--- src/rtl/instruction_fetch_queue_if.sv ---
// rtl/instruction_fetch_queue_if.sv - fetch/decode handshake bundle for the instruction fetch queue
// Purpose: groups the enqueue (fetch side) and dequeue (decode side) valid/ready handshakes.
// Ports (signals):
//   enq_valid/enq_ready/enq_pc/enq_instr  fetch -> queue entry handshake
//   deq_valid/deq_ready/deq_pc/deq_instr  queue -> decode entry handshake
// Modports: slave = the queue itself, master = the fetch/decode environment.
interface instruction_fetch_queue_if #(
  parameter int XLEN = 32
);
  logic            enq_valid;
  logic            enq_ready;
  logic [XLEN-1:0] enq_pc;
  logic [XLEN-1:0] enq_instr;
  logic            deq_valid;
  logic            deq_ready;
  logic [XLEN-1:0] deq_pc;
  logic [XLEN-1:0] deq_instr;

  modport slave (
    input  enq_valid, enq_pc, enq_instr, deq_ready,
    output enq_ready, deq_valid, deq_pc, deq_instr
  );

  modport master (
    output enq_valid, enq_pc, enq_instr, deq_ready,
    input  enq_ready, deq_valid, deq_pc, deq_instr
  );
endinterface

--- src/rtl/instruction_fetch_queue.sv ---
// rtl/instruction_fetch_queue.sv - FIFO decoupling instruction fetch from decode
// Purpose: buffers {pc, instruction} pairs in arrival order and presents the oldest one to decode.
// Ports:
//   clk    rising-edge clock
//   rst_n  asynchronous active-low reset
//   flush  synchronous clear of all entries, overrides both handshakes
//   q_if   enq/deq valid/ready handshakes and payloads (slave modport)
//   count  number of occupied entries, 0..DEPTH
module instruction_fetch_queue #(
  parameter int DEPTH  = 8,
  parameter int ADDR_W = 3,
  parameter int XLEN   = 32
) (
  input  logic                        clk,
  input  logic                        rst_n,
  input  logic                        flush,
  instruction_fetch_queue_if.slave    q_if,
  output logic [ADDR_W:0]             count
);

  localparam logic [ADDR_W:0] FULL_CNT = (ADDR_W+1)'(DEPTH);

  logic [ADDR_W-1:0] wr_ptr_q, wr_ptr_d;
  logic [ADDR_W-1:0] rd_ptr_q, rd_ptr_d;
  logic [ADDR_W:0]   count_q,  count_d;
  logic [XLEN-1:0]   pc_mem_q    [DEPTH];
  logic [XLEN-1:0]   pc_mem_d    [DEPTH];
  logic [XLEN-1:0]   instr_mem_q [DEPTH];
  logic [XLEN-1:0]   instr_mem_d [DEPTH];

  logic enq_ready, deq_valid, enq_fire, deq_fire;

  // Readiness depends only on registered count and flush, so deq_ready
  // never reaches enq_ready combinationally; a deq frees a slot next cycle.
  always_comb begin
    enq_ready = (count_q != FULL_CNT) && !flush;
    deq_valid = (count_q != '0) && !flush;
    enq_fire  = q_if.enq_valid && enq_ready;
    deq_fire  = deq_valid && q_if.deq_ready;

    q_if.enq_ready = enq_ready;
    q_if.deq_valid = deq_valid;
    // Storage is not reset, so the payload is masked whenever nothing is valid.
    q_if.deq_pc    = deq_valid ? pc_mem_q[rd_ptr_q]    : '0;
    q_if.deq_instr = deq_valid ? instr_mem_q[rd_ptr_q] : '0;
    count          = count_q;
  end

  always_comb begin
    wr_ptr_d    = wr_ptr_q;
    rd_ptr_d    = rd_ptr_q;
    count_d     = count_q;
    pc_mem_d    = pc_mem_q;
    instr_mem_d = instr_mem_q;

    if (flush) begin
      wr_ptr_d = '0;
      rd_ptr_d = '0;
      count_d  = '0;
    end else begin
      if (enq_fire) begin
        pc_mem_d[wr_ptr_q]    = q_if.enq_pc;
        instr_mem_d[wr_ptr_q] = q_if.enq_instr;
        wr_ptr_d              = wr_ptr_q + ADDR_W'(1);
      end
      if (deq_fire) begin
        rd_ptr_d = rd_ptr_q + ADDR_W'(1);
      end
      case ({enq_fire, deq_fire})
        2'b10:   count_d = count_q + (ADDR_W+1)'(1);
        2'b01:   count_d = count_q - (ADDR_W+1)'(1);
        default: count_d = count_q;
      endcase
    end
  end

  always_ff @(posedge clk or negedge rst_n) begin
    if (!rst_n) begin
      wr_ptr_q <= '0;
      rd_ptr_q <= '0;
      count_q  <= '0;
    end else begin
      wr_ptr_q <= wr_ptr_d;
      rd_ptr_q <= rd_ptr_d;
      count_q  <= count_d;
    end
  end

  always_ff @(posedge clk) begin
    pc_mem_q    <= pc_mem_d;
    instr_mem_q <= instr_mem_d;
  end

endmodule

--- src/flat_wrapper.sv ---
// flat-port wrapper written by rule: the top's interface ports become plain ports
module instruction_fetch_queue_flat 
#(
  parameter int DEPTH  = 8,
  parameter int ADDR_W = 3,
  parameter int XLEN   = 32
)
  (clk, rst_n, flush, count, q_if_enq_valid, q_if_enq_pc, q_if_enq_instr, q_if_deq_ready, q_if_enq_ready, q_if_deq_valid, q_if_deq_pc, q_if_deq_instr);
  instruction_fetch_queue_if #(.XLEN(XLEN)) q_if_i ();
  input  logic clk;
  input  logic rst_n;
  input  logic flush;
  output logic [ADDR_W:0] count;
  input wire logic [$bits(q_if_i.enq_valid)-1:0] q_if_enq_valid;
  input wire logic [$bits(q_if_i.enq_pc)-1:0] q_if_enq_pc;
  input wire logic [$bits(q_if_i.enq_instr)-1:0] q_if_enq_instr;
  input wire logic [$bits(q_if_i.deq_ready)-1:0] q_if_deq_ready;
  output wire logic [$bits(q_if_i.enq_ready)-1:0] q_if_enq_ready;
  output wire logic [$bits(q_if_i.deq_valid)-1:0] q_if_deq_valid;
  output wire logic [$bits(q_if_i.deq_pc)-1:0] q_if_deq_pc;
  output wire logic [$bits(q_if_i.deq_instr)-1:0] q_if_deq_instr;
  assign q_if_i.enq_valid = q_if_enq_valid;
  assign q_if_i.enq_pc = q_if_enq_pc;
  assign q_if_i.enq_instr = q_if_enq_instr;
  assign q_if_i.deq_ready = q_if_deq_ready;
  assign q_if_enq_ready = q_if_i.enq_ready;
  assign q_if_deq_valid = q_if_i.deq_valid;
  assign q_if_deq_pc = q_if_i.deq_pc;
  assign q_if_deq_instr = q_if_i.deq_instr;
  instruction_fetch_queue #(.DEPTH(DEPTH), .ADDR_W(ADDR_W), .XLEN(XLEN)) u_core (.clk(clk), .rst_n(rst_n), .flush(flush), .q_if(q_if_i), .count(count));
endmodule
--- config.mk ---
export PLATFORM = sky130hd
export DESIGN_NAME = instruction_fetch_queue_flat
export DESIGN_NICKNAME = d
export VERILOG_FILES = /design/src/rtl/instruction_fetch_queue_if.sv /design/src/rtl/instruction_fetch_queue.sv /design/src/flat_wrapper.sv
export SDC_FILE = /design/constraint.sdc
export NUM_CORES = 1
export LEC_CHECK = 0
export CAP_MARGIN = 25
export CORE_MARGIN = 3
export CORE_UTILIZATION = 54
export CTS_CLUSTER_SIZE = 12
export DETAILED_ROUTE_END_ITERATION = 16
export DONT_BUFFER_PORTS = 1
export PLACE_DENSITY = 0.71
export SLEW_MARGIN = 10
export SYNTH_ARGS = -nofsm -noshare
export SYNTH_HDL_FRONTEND = slang
export SYNTH_SLANG_ARGS = --single-unit
--- constraint.sdc ---
create_clock -name clk -period 14.95 [get_ports clk]
set_input_delay 2.99 -clock clk [delete_from_list [all_inputs] [get_ports clk]]
set_output_delay 2.99 -clock clk [all_outputs]
set_load 0.03 [all_outputs]
* Word-level counts from Yosys, hierarchy flattened
Cells that the tools add are included.
** Cells by class
- Magnitude comparators :: 3
- Equality and inequality tests :: 3
- Multiplexer cells :: 18
- Reductions and logical operators :: 11
- Bitwise operators :: 3
- Add/sub/neg operators :: 4
** Operators with widths (number)
- 256-bit bitwise mux :: 2
- 32-bit two-way mux :: 7
- 32-bit binary-select mux with 3-bit select :: 2
- 32-bit demux with 3-bit select :: 1
- 3-bit two-way mux :: 4
- 4-bit greater-or-equal comparator, second input constant :: 2
- 3-bit inverter with 4-bit output :: 2
- 4-bit one-hot mux with 2 select lines :: 1
- 3-bit by 1-bit adder with 3-bit output, second input constant :: 2
- 1-bit logical AND :: 5
- 4-bit by 1-bit adder with 4-bit output, second input constant :: 1
- 4-bit by 1-bit less-than comparator with 1-bit output, second input constant :: 1
- 4-bit two-way mux :: 1
- 4-bit != test, second input constant :: 1
- 2-bit nonzero test :: 2
- 4-bit nonzero test :: 1
- 4-bit by 1-bit subtractor with 4-bit output, second input constant :: 1
- 3-bit nonzero test :: 1
- 2-bit by 1-bit equality test with 1-bit output, second input constant :: 1
- 2-bit equality test, second input constant :: 1
- 2-bit AND reduction :: 1
- 1-bit zero test :: 1
- 1-bit inverter :: 1
** Storage, ports and cells
- Output and inout bits :: 70
- Input port bits :: 69
- Word-level logic and storage cells :: 61
- Bits in registers :: 522

* Depth between registers and ports, before layout
- Word-level depth :: 6
- Depth in mapped cells :: 8
- Mapped depth without buffers :: 8

* Worst setup path before layout
Ideal clock, no wire load.
- Kind :: input port to flip-flop
- Start :: input port flush
- End :: register u_core.instr_mem_q[224] in the netlist's numbering (enable)
- Required time :: 14306 ps
- Data arrival time :: 9964 ps
- Setup time :: 644 ps
- Path buffers :: 1
- Cell stages on the path :: 4
- Slack :: 4342 ps
- Path through :: clkbuf_1 -> nor2_1 -> nand2_1 -> nor4_1
** On the way
- Cells in the longest elaborated chain, start to end :: 4
- Elaborated cells on any way between the ends :: 5
- Classes of those cells :: bitwise (1); reduce/logical (4)
** RTL lines
- start: declaration :: line flat_wrapper.sv:12 : input logic flush;
- 1-bit zero test :: line instruction_fetch_queue.sv:36 : enq_ready = (count_q != FULL_CNT) && !flush;
- 1-bit logical AND :: line instruction_fetch_queue.sv:36
- net q_if_enq_ready :: line flat_wrapper.sv:18 : output wire logic [$bits(q_if_i.enq_ready)-1:0] q_if_enq_ready;
- 1-bit logical AND :: line instruction_fetch_queue.sv:38 : enq_fire = q_if.enq_valid && enq_ready;
- 2-bit AND reduction (no line)
- end signal: assignment :: line instruction_fetch_queue.sv:91 : instr_mem_q <= instr_mem_d;
- end: declaration :: line instruction_fetch_queue.sv:28 : logic [XLEN-1:0] instr_mem_q [DEPTH];
The timed path passes the listed nets, and every way through them passes these cells.
A chain may end at the register's enable or synchronous reset.

* Worst setup path after layout
- Start :: input port flush
- End :: output port q_if_deq_pc[0]
** On the way
- Cells in the longest elaborated chain, start to end :: 3
** RTL lines
- 1-bit zero test :: line instruction_fetch_queue.sv:37 : deq_valid = (count_q != '0) && !flush;
- 1-bit logical AND :: line instruction_fetch_queue.sv:37
- 32-bit two-way mux :: line instruction_fetch_queue.sv:44 : q_if.deq_pc = deq_valid ? pc_mem_q[rd_ptr_q] : '0;
- end: declaration :: line flat_wrapper.sv:20 : output wire logic [$bits(q_if_i.deq_pc)-1:0] q_if_deq_pc;
No other way between the ends.

==> flow_summary_export.csv <==
group,metric,value,unit
clocking,cts_htree_levels,2,
critical_path,end_kind,"primary output",
sta,fin_crit,7.223,ns
logic_synthesis,netlist_area,0.02001,mm²
logic_synthesis,yosysWarnings,0,
sta,hold_violations,0,
status,status,"finished clean",
sta,clock_skew,0.01311,ns
run,cap_violations,0,
logic_synthesis,syn-mean-instance-area,22.68,µm²
clocking,cts_buffer_depth,3,
route,drc,0,
critical_path,crit_arrival,4.23,ns
clocking,cts_setup_buffers,0,
clocking,clk_pin_slew,0.06,ns
floorplanning,num_rows,69,
floorplanning,fp.coreArea,0.03600,mm²
critical_path,crit_fanout,65,
route,drtIter0Drc,646,
sta,maxSlewViolCount,0,
grt,grt_pass1_wl,56010,µm
critical_path,cp.required,11.96,ns
sta,period_share,48.31,%
clocking,cts_buffers,53,
power_and_ir_drop,leakage,0.006713,µW
clocking,holdBufCountCts,0,
place,place_congestion,0.6958,
route,firstDrtPassIters,5,
logic_synthesis,syn_nets,955,
critical_path,r2r_cells,5,
finish,diodes,0,
clocking,cts-root-buf,"clkbuf_16",
logic_synthesis,netlist_instances,882,
critical_path,start_kind,"input pin",
route,via_per_inst,6.062,
floorplanning,fp.dieW,198.5,µm
sta,max_freq,138.5,MHz
route,drt-wirelength-per-cell,26.44,µm
grt,antenna_found_initial,0,
clocking,cts_resized,0,
place,port_buffers,0,
finish,syn_to_final_growth,11.11,%
route,drt_wl_total,37230,µm
finish,nFillCells,2445,
grt,grt_max_degree,72,
logic_synthesis,ys_seq_area_share,78.09,%
worst_hold_path,hold_class,"reg -> reg",
worst_hold_path,hold_depth,2,
place,dp_hpwl,19010,µm
sta,hold_slack,0.6717,ns
finish,drive_gt1_share,24.29,%
logic_synthesis,synth_seq_cells,522,
route,vias,8535,
floorplanning,ios,139,
sta,rsz0062_at_grt,"false",
finish,fin_nets,987,
grt,track_usage,19.38,%
clocking,clk_latency,0.58,ns
sta,setup_violations,0,
logic_synthesis,synth_cell_type_count,31,
floorplanning,die_area,0.03940,mm²
sta,slew_headroom,31.72,%
clocking,cts.sinks,522,
clocking,cts_tree,"built",
power_and_ir_drop,peakVddDrop,106.7,µV
floorplanning,initial_core_util,55.58,%
sta,tightest_slew,1.024,ns
power_and_ir_drop,pwr_density_cell,153.6,mW/mm²
sta,setup_tns,0,ns
grt,grt-ovfl-total,0,
floorplanning,die_y,198.5,µm
critical_path,worstSetupPathType,"in -> out",
grt,grt_pass1_vias,9070,
route,postRouteAntennaNets,0,
[path summary, 6_finish.rpt]
path	startpoint	endpoint	slack (ns)
worst max-delay path	flush	q_if_deq_pc[0]	7.73
worst min-delay path	u_core.wr_ptr_q[2]	u_core.wr_ptr_q[2]	0.67
worst max register to register	u_core.count[1]	u_core.pc_mem_q[2]	11.39
worst min register to register	u_core.wr_ptr_q[2]	u_core.wr_ptr_q[2]	0.67
max in group asynchronous	rst_n	u_core.rd_ptr_q[1]	12.76
min in group asynchronous	rst_n	u_core.wr_ptr_q[1]	2.11
[cell type report]
type | instances | area, µm² | area share [%]
Sequential cell | 522 | 15640 | 70.33
Clock inverter | 17 | 123.9 | 0.5572
Tap cell | 461 | 576.8 | 2.595
Clock buffer | 71 | 1436 | 6.461
Timing Repair Buffer | 20 | 202.7 | 0.9118
Multi-Input combinational cell | 315 | 4248 | 19.11
Inverter | 2 | 7.507 | 0.03377
[sequential cells by signal, indices dropped and copies added, names as in the netlist]
signal              cells
u_core.count            4
u_core.instr_mem_q    256
u_core.pc_mem_q       256
u_core.rd_ptr_q         3
u_core.wr_ptr_q         3
[cell usage after synthesis (all sizes together)]
cell type | n | area (µm²)
o21ai | 1 | 5.000
dfrtp | 10 | 250.2
nor3 | 5 | 25.02
xor2 | 5 | 43.79
a22o | 2 | 18.77
o22ai | 1 | 6.260
nor4bb | 1 | 10.01
nor4b | 1 | 8.760
buf | 21 | 93.84
inv | 2 | 7.510
edfxtp | 512 | 15370
nor3b | 1 | 7.510
xnor2 | 2 | 17.52
and3 | 1 | 6.260
ha | 4 | 50.05
a31o | 1 | 8.760
a2111oi | 1 | 27.53
clkbuf | 22 | 82.58
nand2b | 3 | 18.77
or2 | 2 | 12.51
nor4 | 3 | 25.02
nand2 | 7 | 26.28
mux4 | 128 | 2883
nor2 | 76 | 285.3
or4b | 1 | 13.76
mux2 | 4 | 48.79
mux2i | 65 | 650.6
[through the flow]
step	setup slack [ns]	cell area (µm²)	cells	power (µW)	util (%)
2_1_floorplan	4.342	20010	882	2169	-
4_1_cts	7.705	22180	1406	3462	61.62
6_report	7.727	22230	1408	3415	61.75
3_3_place_gp	7.751	20600	1317	2248	57.21
5_1_grt	7.663	22230	1408	3553	61.75
3_5_place_dp	7.705	20620	1318	2262	57.29
[cell usage in the layout, fill, tap and decap left out, drive strengths merged, types with 2 or more instances in the layout]
| cell type | n |
|---|---|
| nand2b | 3 |
| mux2 | 4 |
| mux2i | 65 |
| nand2 | 7 |
| a22o | 2 |
| mux4 | 128 |
| xor2 | 5 |
| nor3 | 5 |
| clkbuf | 71 |
| inv | 3 |
| nor4 | 3 |
| nor2 | 76 |
| dfrtp | 10 |
| clkinv | 14 |
| bufinv | 2 |
| edfxtp | 512 |
| ha | 4 |
| xnor2 | 2 |
| or2 | 2 |
| buf | 20 |
[where the power goes]
part           internal (µW)  switching (µW)  total [µW]
clock                    699             498        1200
combinational            224             313         536
sequential              1640            40.7        1680
total                   2560             852        3410
[per-layer routing]
layer	part of all wire, %	global-route usage (%)	wire [µm]
met1	41	25.77	15200
met5	0	0	0
met2	51	32.42	19010
met4	1.9	5.830	702
met3	6.2	4.759	2318
[cell families after synthesis]
| group | count (synthesis) | share of synthesized area (%) |
|---|---|---|
| AOI/OAI and AO/OA | 6 | 0.3315 |
| and+or+nand+nor | 101 | 2.195 |
| adders and majority gates | 4 | 0.2502 |
| muxes | 197 | 17.90 |
| buffers and inverters | 45 | 0.9193 |
| DFF | 522 | 78.09 |
| xor gates and xnor gates | 7 | 0.3064 |
[worst max-delay path: stages]
cell and delay, ns:
or2_2 0.27, buf_4 0.34, nor2_1 0.57
No activity file was read; power rests on OpenSTA's default activity.
